`src/rtl/interval_timer.sv`:
```
// Programmable interval timer with CTRL/PRESET/COUNT registers.
// One-shot and periodic modes, maskable interrupt with sticky flag.
module interval_timer (
   input  logic        clk,
   input  logic        rst,
   input  logic        WE,
   input  logic [1:0]  Addr,
   input  logic [31:0] Din,
   output logic [31:0] Dout,
   output logic        IRQ
);

   typedef enum logic [1:0] {
      IDLE = 2'd0,
      LOAD = 2'd1,
      CNT  = 2'd2,
      INT  = 2'd3
   } state_t;

   state_t      state;
   logic        en;
   logic [1:0]  mode;
   logic        im;
   logic [31:0] preset;
   logic [31:0] count;
   logic        sticky;

   logic        ctrl_we;
   logic        pre_we;

   assign ctrl_we = WE && (Addr == 2'd0);
   assign pre_we  = WE && (Addr == 2'd1);

   // Register writes and the count FSM; INT exit overrides a same-cycle
   // sticky clear, while a same-cycle CTRL write keeps its En value.
   always_ff @(posedge clk or posedge rst) begin
      if (rst) begin
         state  <= IDLE;
         en     <= 1'b0;
         mode   <= 2'd0;
         im     <= 1'b0;
         preset <= 32'd0;
         count  <= 32'd0;
         sticky <= 1'b0;
      end else begin
         if (pre_we)
            preset <= Din;
         if (ctrl_we) begin
            en     <= Din[0];
            mode   <= Din[2:1];
            im     <= Din[3];
            sticky <= 1'b0;
         end
         unique case (state)
            IDLE: begin
               if (en)
                  state <= LOAD;
            end
            LOAD: begin
               count <= preset;
               state <= CNT;
            end
            CNT: begin
               if (!en)
                  state <= IDLE;
               else if (count == 32'd0)
                  state <= INT;
               else
                  count <= count - 32'd1;
            end
            INT: begin
               if (mode == 2'd1) begin
                  state <= LOAD;
               end else begin
                  if (!ctrl_we)
                     en <= 1'b0;
                  sticky <= 1'b1;
                  state  <= IDLE;
               end
            end
         endcase
      end
   end

   // Interrupt: pulse in INT, held by sticky until the next CTRL write.
   assign IRQ = im & ((state == INT) | sticky);

   // Read mux straight off the registers.
   always_comb begin
      Dout = 32'd0;
      unique case (Addr)
         2'd0: Dout = {28'd0, im, mode, en};
         2'd1: Dout = preset;
         2'd2: Dout = count;
         2'd3: Dout = 32'd0;
      endcase
   end

endmodule

```
`config.mk`:
```
export PLATFORM = sky130hd
export DESIGN_NAME = interval_timer
export DESIGN_NICKNAME = d
export VERILOG_FILES = /design/src/rtl/interval_timer.sv
export SDC_FILE = /design/constraint.sdc
export NUM_CORES = 1
export LEC_CHECK = 0
export CAP_MARGIN = 20
export CORE_ASPECT_RATIO = 0.7
export CORE_MARGIN = 4
export CORE_UTILIZATION = 53
export CTS_CLUSTER_DIAMETER = 150
export DETAILED_ROUTE_END_ITERATION = 6
export PLACE_DENSITY = 0.8
export SLEW_MARGIN = 20
export SYNTH_ARGS = -nofsm -noshare
export SYNTH_HDL_FRONTEND = slang
export SYNTH_SLANG_ARGS = --single-unit
```
`constraint.sdc`:
```
create_clock -name clk -period 3.7 [get_ports clk]
set_input_delay 0.925 -clock clk [delete_from_list [all_inputs] [get_ports clk]]
set_output_delay 0.925 -clock clk [all_outputs]
set_load 0.01 [all_outputs]
```
After elaboration in Yosys (flattened, before gate mapping)
Index checks and enable logic that the tools add are counted.
{"block": "classes", "n_lt_le_gt_ge": 0, "n_addsub": 1, "n_eq_ne": 11, "bitwise": 2, "mux": 16, "n_mul": 0, "shift": 0, "reduce_logical": 8, "div_mod_pow": 0}
{"cell": "$pmux W32 S4", "count": 1}
{"cell": "$mux W32", "count": 2}
{"cell": "$pmux W32 S2", "count": 1}
{"cell": "$logic_not A32 Y1", "count": 1}
{"cell": "$sub A32 B1 Y32 const B", "count": 1}
{"cell": "$eq A2 B2 Y1 const B", "count": 4}
{"cell": "$mux W1", "count": 8}
{"cell": "$pmux W2 S4", "count": 1}
{"cell": "$eq A2 B1 Y1 const B", "count": 3}
{"cell": "$mux W2", "count": 3}
{"cell": "$ne A2 B2 Y1 const B", "count": 3}
{"cell": "$logic_not A2 Y1", "count": 2}
{"cell": "$ne A3 B3 Y1 const B", "count": 1}
{"cell": "$reduce_and A3 Y1", "count": 1}
{"cell": "$logic_and A1 B1 Y1", "count": 2}
{"cell": "$reduce_and A2 Y1", "count": 1}
{"cell": "$reduce_bool A2 Y1", "count": 1}
{"cell": "$and A1 B1 Y1", "count": 1}
{"cell": "$or A1 B1 Y1", "count": 1}
{"block": "word_totals", "latchBits": 0, "in_bits": 37, "mem_bits_ro": 0, "memories": 0, "reg_bits": 71, "ramBits": 0, "wordCells": 45, "out_inout_bits": 33}

Logic depth before layout (Yosys ltp)
{"block": "depth", "ltp_word": 6, "ltp_mapped": 9, "ltp_nobuf": 7}

Worst setup path before layout
Ideal clock, no wire load.
{"block": "synth_path", "path_kind": "input -> output", "from": "input Addr[1]", "to": "output Dout[10]", "arrival_time_ps": 2128, "slack_ps": 647, "stages": 5, "path_cell_list": "clkbuf_1 -> nor2b_1 -> clkbuf_1 -> clkbuf_1 -> a22o_1"}
{"block": "synth_via", "elab_chain_cells": 2, "elab_cells_between_ends": 5, "cone_classes": "eq/ne: 3; mux: 1; reduce/logical: 1"}
{"item": "start, declared", "line_no": "7", "rtl": "input logic [1:0] Addr,"}
{"item": "$eq A2 B2 Y1 (tied with other cells)", "line_no": "91", "rtl": "unique case (Addr)"}
{"item": "$pmux W32 S4 (*)", "line_no": "91"}
{"item": "end, declared", "line_no": "9", "rtl": "output logic [31:0] Dout,"}
Mark *: on every way between the ends. The rest lies on a longest branch, timed or not.

Worst setup path in the final report
{"block": "layout_path", "from": "input Addr[1]", "to": "output Dout[16]"}
The elaborated chain is that of the path after synthesis.

==> impl_results.md <==
* Clock Path Buffers at 2
* Final TNS setup at 0 ns
* CTS buffer count at 9
* PD cells at around 700 mW/mm2
* Clock Skew at 0.0129 ns
* DRT iter0 DRCs at roughly 260
* RSZ-0062 raised after global routing: false
* WL/cell at 18.7 um
* Port buffer count at a little under 70
* Die width at between 100 and 150 um
* Min-delay worst type: flip-flop to flip-flop
* Detail Route Antenna Nets at 0
* Distinct cells, synth at 46
* Cell with the most instances after synthesis: dfrtp_1
* #FFs+latches synth at between 70 and 80
* Final instance area at 0.00493 mm2
* Post-synth ARST share at 1.00
* Post-Syn Area at 0.00392 mm2
* Fillers at approximately 520
* TritonCTS clock tree: built
* Routed vias/inst at around 6.4
* Final-stage net count at a little under 500
* Final max-slew violation count at 0
* Gr usage total at 0.247
* Reg2reg setup slack at approximately 0.64 ns
* Total number of vias at 3532
* Layout cells sized above 1 at 0.154
* Via count of the first global-routing pass at 3392
* Clock Latency Late Sink at 0.36 ns
* Cells after Synth at around 400
* Status: completed
* Worst-path clk slew at around 0.080 ns
* Crit path launch type: input port
* WHS Endpoint: sticky
* Post-synthesis sequential area ratio at 0.453
* Finish-stage setup viols at 0
* Min Tclk post-route at approximately 3.5 ns
* Relative slew slack at 0.402
* Ys flop type: dfrtp_1
* Crit path from: Addr[1]
* Die area at 0.00887 mm2
* Leading area contributor after synthesis: dfrtp_1
* Setup crit end kind: output port
* Clock Tree Root: clkbuf_8
* Final Hold Fails at 0
* Max Clk Rate at between 0.2 and 0.3 GHz
* Critical setup path kind: input port to output port
* Worst EP required at approximately 2.8 ns
* Detailed Routing Iterations Pass 1 at 5
* Initial antenna violation count at 0
* FF-to-FF path depth at 6
* Final HPWL DP at 6790 um
* DP Area at 0.00470 mm2
* FP Rows at 25
* Maximum VDD drop at about 0.3 mV
* Slew @ Worst Pin at ~0.89 ns
* Synth top area share at 0.453
* Lkg Pwr at ~1.9 nW
* Part of the cycle the worst path needs at 0.957
* Mean Syn Cell Area at around 9.8 um2
* Area growth syn-to-layout at 25.6%
* Yosys warnings at 0
* Clk sinks at just over 70
* Gp weighted congestion at 0.882
* Synth top cells by count: dfrtp_1, mux2_2, a21oi_1
* Die Y at about 80 um
* Syn Nets at about 440
* Critical Path Fanout Max at 28
* Synth top area cells: dfrtp_1, mux2_2, a22o_1
* Reg-to-reg critical path startpoint: count[11]
* Largest net degree at the start of global routing at 38
* IO Count at 70
* Core Area at about 0.0070 mm2
* Worst path max stage delay at ~0.56 ns
* ANT cells at 0
* Cell Chain, Critical Path: clkdlybuf4s50_1 -> nor2b_2 -> buf_12 -> a22o_1 -> clkdlybuf4s50_1
* Most used cell, CP: clkdlybuf4s50_1
* WHS Path Cells at 1
* First-pass GRT wire length at ~18000 um
* Capturing point of the worst reg2reg path: count[7]
* Max Cap Viol at 0
* CP max-delay cell: clkdlybuf4s50_1
* Number of enable flip-flop cells after synthesis at 0
* Post-Route WL at about 10000 um
* DRC at 0
* Overflow after GRT at 0
* Initial Util at 0.563
* Hold_sp: sticky
* Worst EP arrival at 2.62 ns
* H-tree depth at 3
registers in the layout, indices dropped and copies added, names as in the netlist:
register / flops
en: 1
preset: 32
mode: 2
count: 32
im: 1
state: 2
sticky: 1
power breakdown:
group	total, W	internal (W)	switching (W)
Clock	0.000700	0.000398	0.000301
Combinational	0.00128	0.000611	0.000670
Sequential	0.00138	0.00104	0.000342
Total	0.00336	0.00205	0.00131
worst max path at each step:
stage                    end  slack [ns]  depth (start not counted)
floorplan           Dout[10]        0.65                          5
global placement     Dout[4]        0.12                          5
detailed placement  Dout[10]        0.09                          5
CTS                 Dout[16]        0.05                          5
global route        Dout[10]        0.09                          5
finish              Dout[16]        0.16                          5
layout by cell type, fill, tap and decap left out, types with 5 or more instances in the layout:
cell	count
clkbuf_8	10
a22oi_1	8
a21oi_1	31
a22o_1	28
o2bb2ai_1	9
o21ai_0	30
nand2_1	25
nand3_1	5
nor2_1	16
mux2_2	34
o21ai_1	10
or4_1	5
o22ai_1	6
nor4_1	12
clkdlybuf4s50_1	68
inv_1	6
or3_1	7
dfrtp_1	71
nor3_1	15
buf_4	7
layer usage:
metal | up-vias | GRT usage | wire (um)
li1 | 1636 | - | -
met1 | 1733 | 0.352 | 4870
met2 | 150 | 0.368 | 4520
met3 | 13 | 0.0652 | 845
met4 | 0 | 0.0836 | 115
met5 | - | 0 | 0
critical path: cells and delay by family:
family,cells,cell delay (ns)
buffers and inverters,3,1.28
AO/OA/AOI/OAI,1,0.16
AND/OR/NAND/NOR,1,0.24
cell type report:
class / instances / area (um2) / share of cell area
multi-input combinational: 288 / 1980 / 0.402
tap: 94 / 118 / 0.0239
sequential: 71 / 1780 / 0.360
timing repair buffer: 79 / 806 / 0.163
clock buffer: 11 / 141 / 0.0287
clock inverter: 5 / 81.3 / 0.0165
inverter: 7 / 26.3 / 0.00533
through the flow:
stage	util	hold WS (ns)	worst slack (ns)	total power [W]	instances
finish	0.707	0.502	0.158	0.00336	555
global route	0.707	0.523	0.0939	0.00359	555
CTS	0.706	0.500	0.0520	0.00336	555
detailed placement	0.674	0.481	0.0915	0.00264	539
global placement	0.674	0.463	0.119	0.00258	539
floorplan	-	0.450	0.647	0.00221	399
repair_timing:
action,CTS,global route
setup buffers,0,0
resized for setup,0,1
setup endpoints to repair,0,8
hold buffers,0,0
logic make-up after synthesis:
kind of cell    count (synthesis)  synth area share
flops                          71             0.453
mux                            38             0.108
compound gates                147             0.252
fa+ha+maj                       1           0.00319
simple gates                  102             0.139
buf+inv                        40            0.0450
Power figures use the tool's default switching activity.
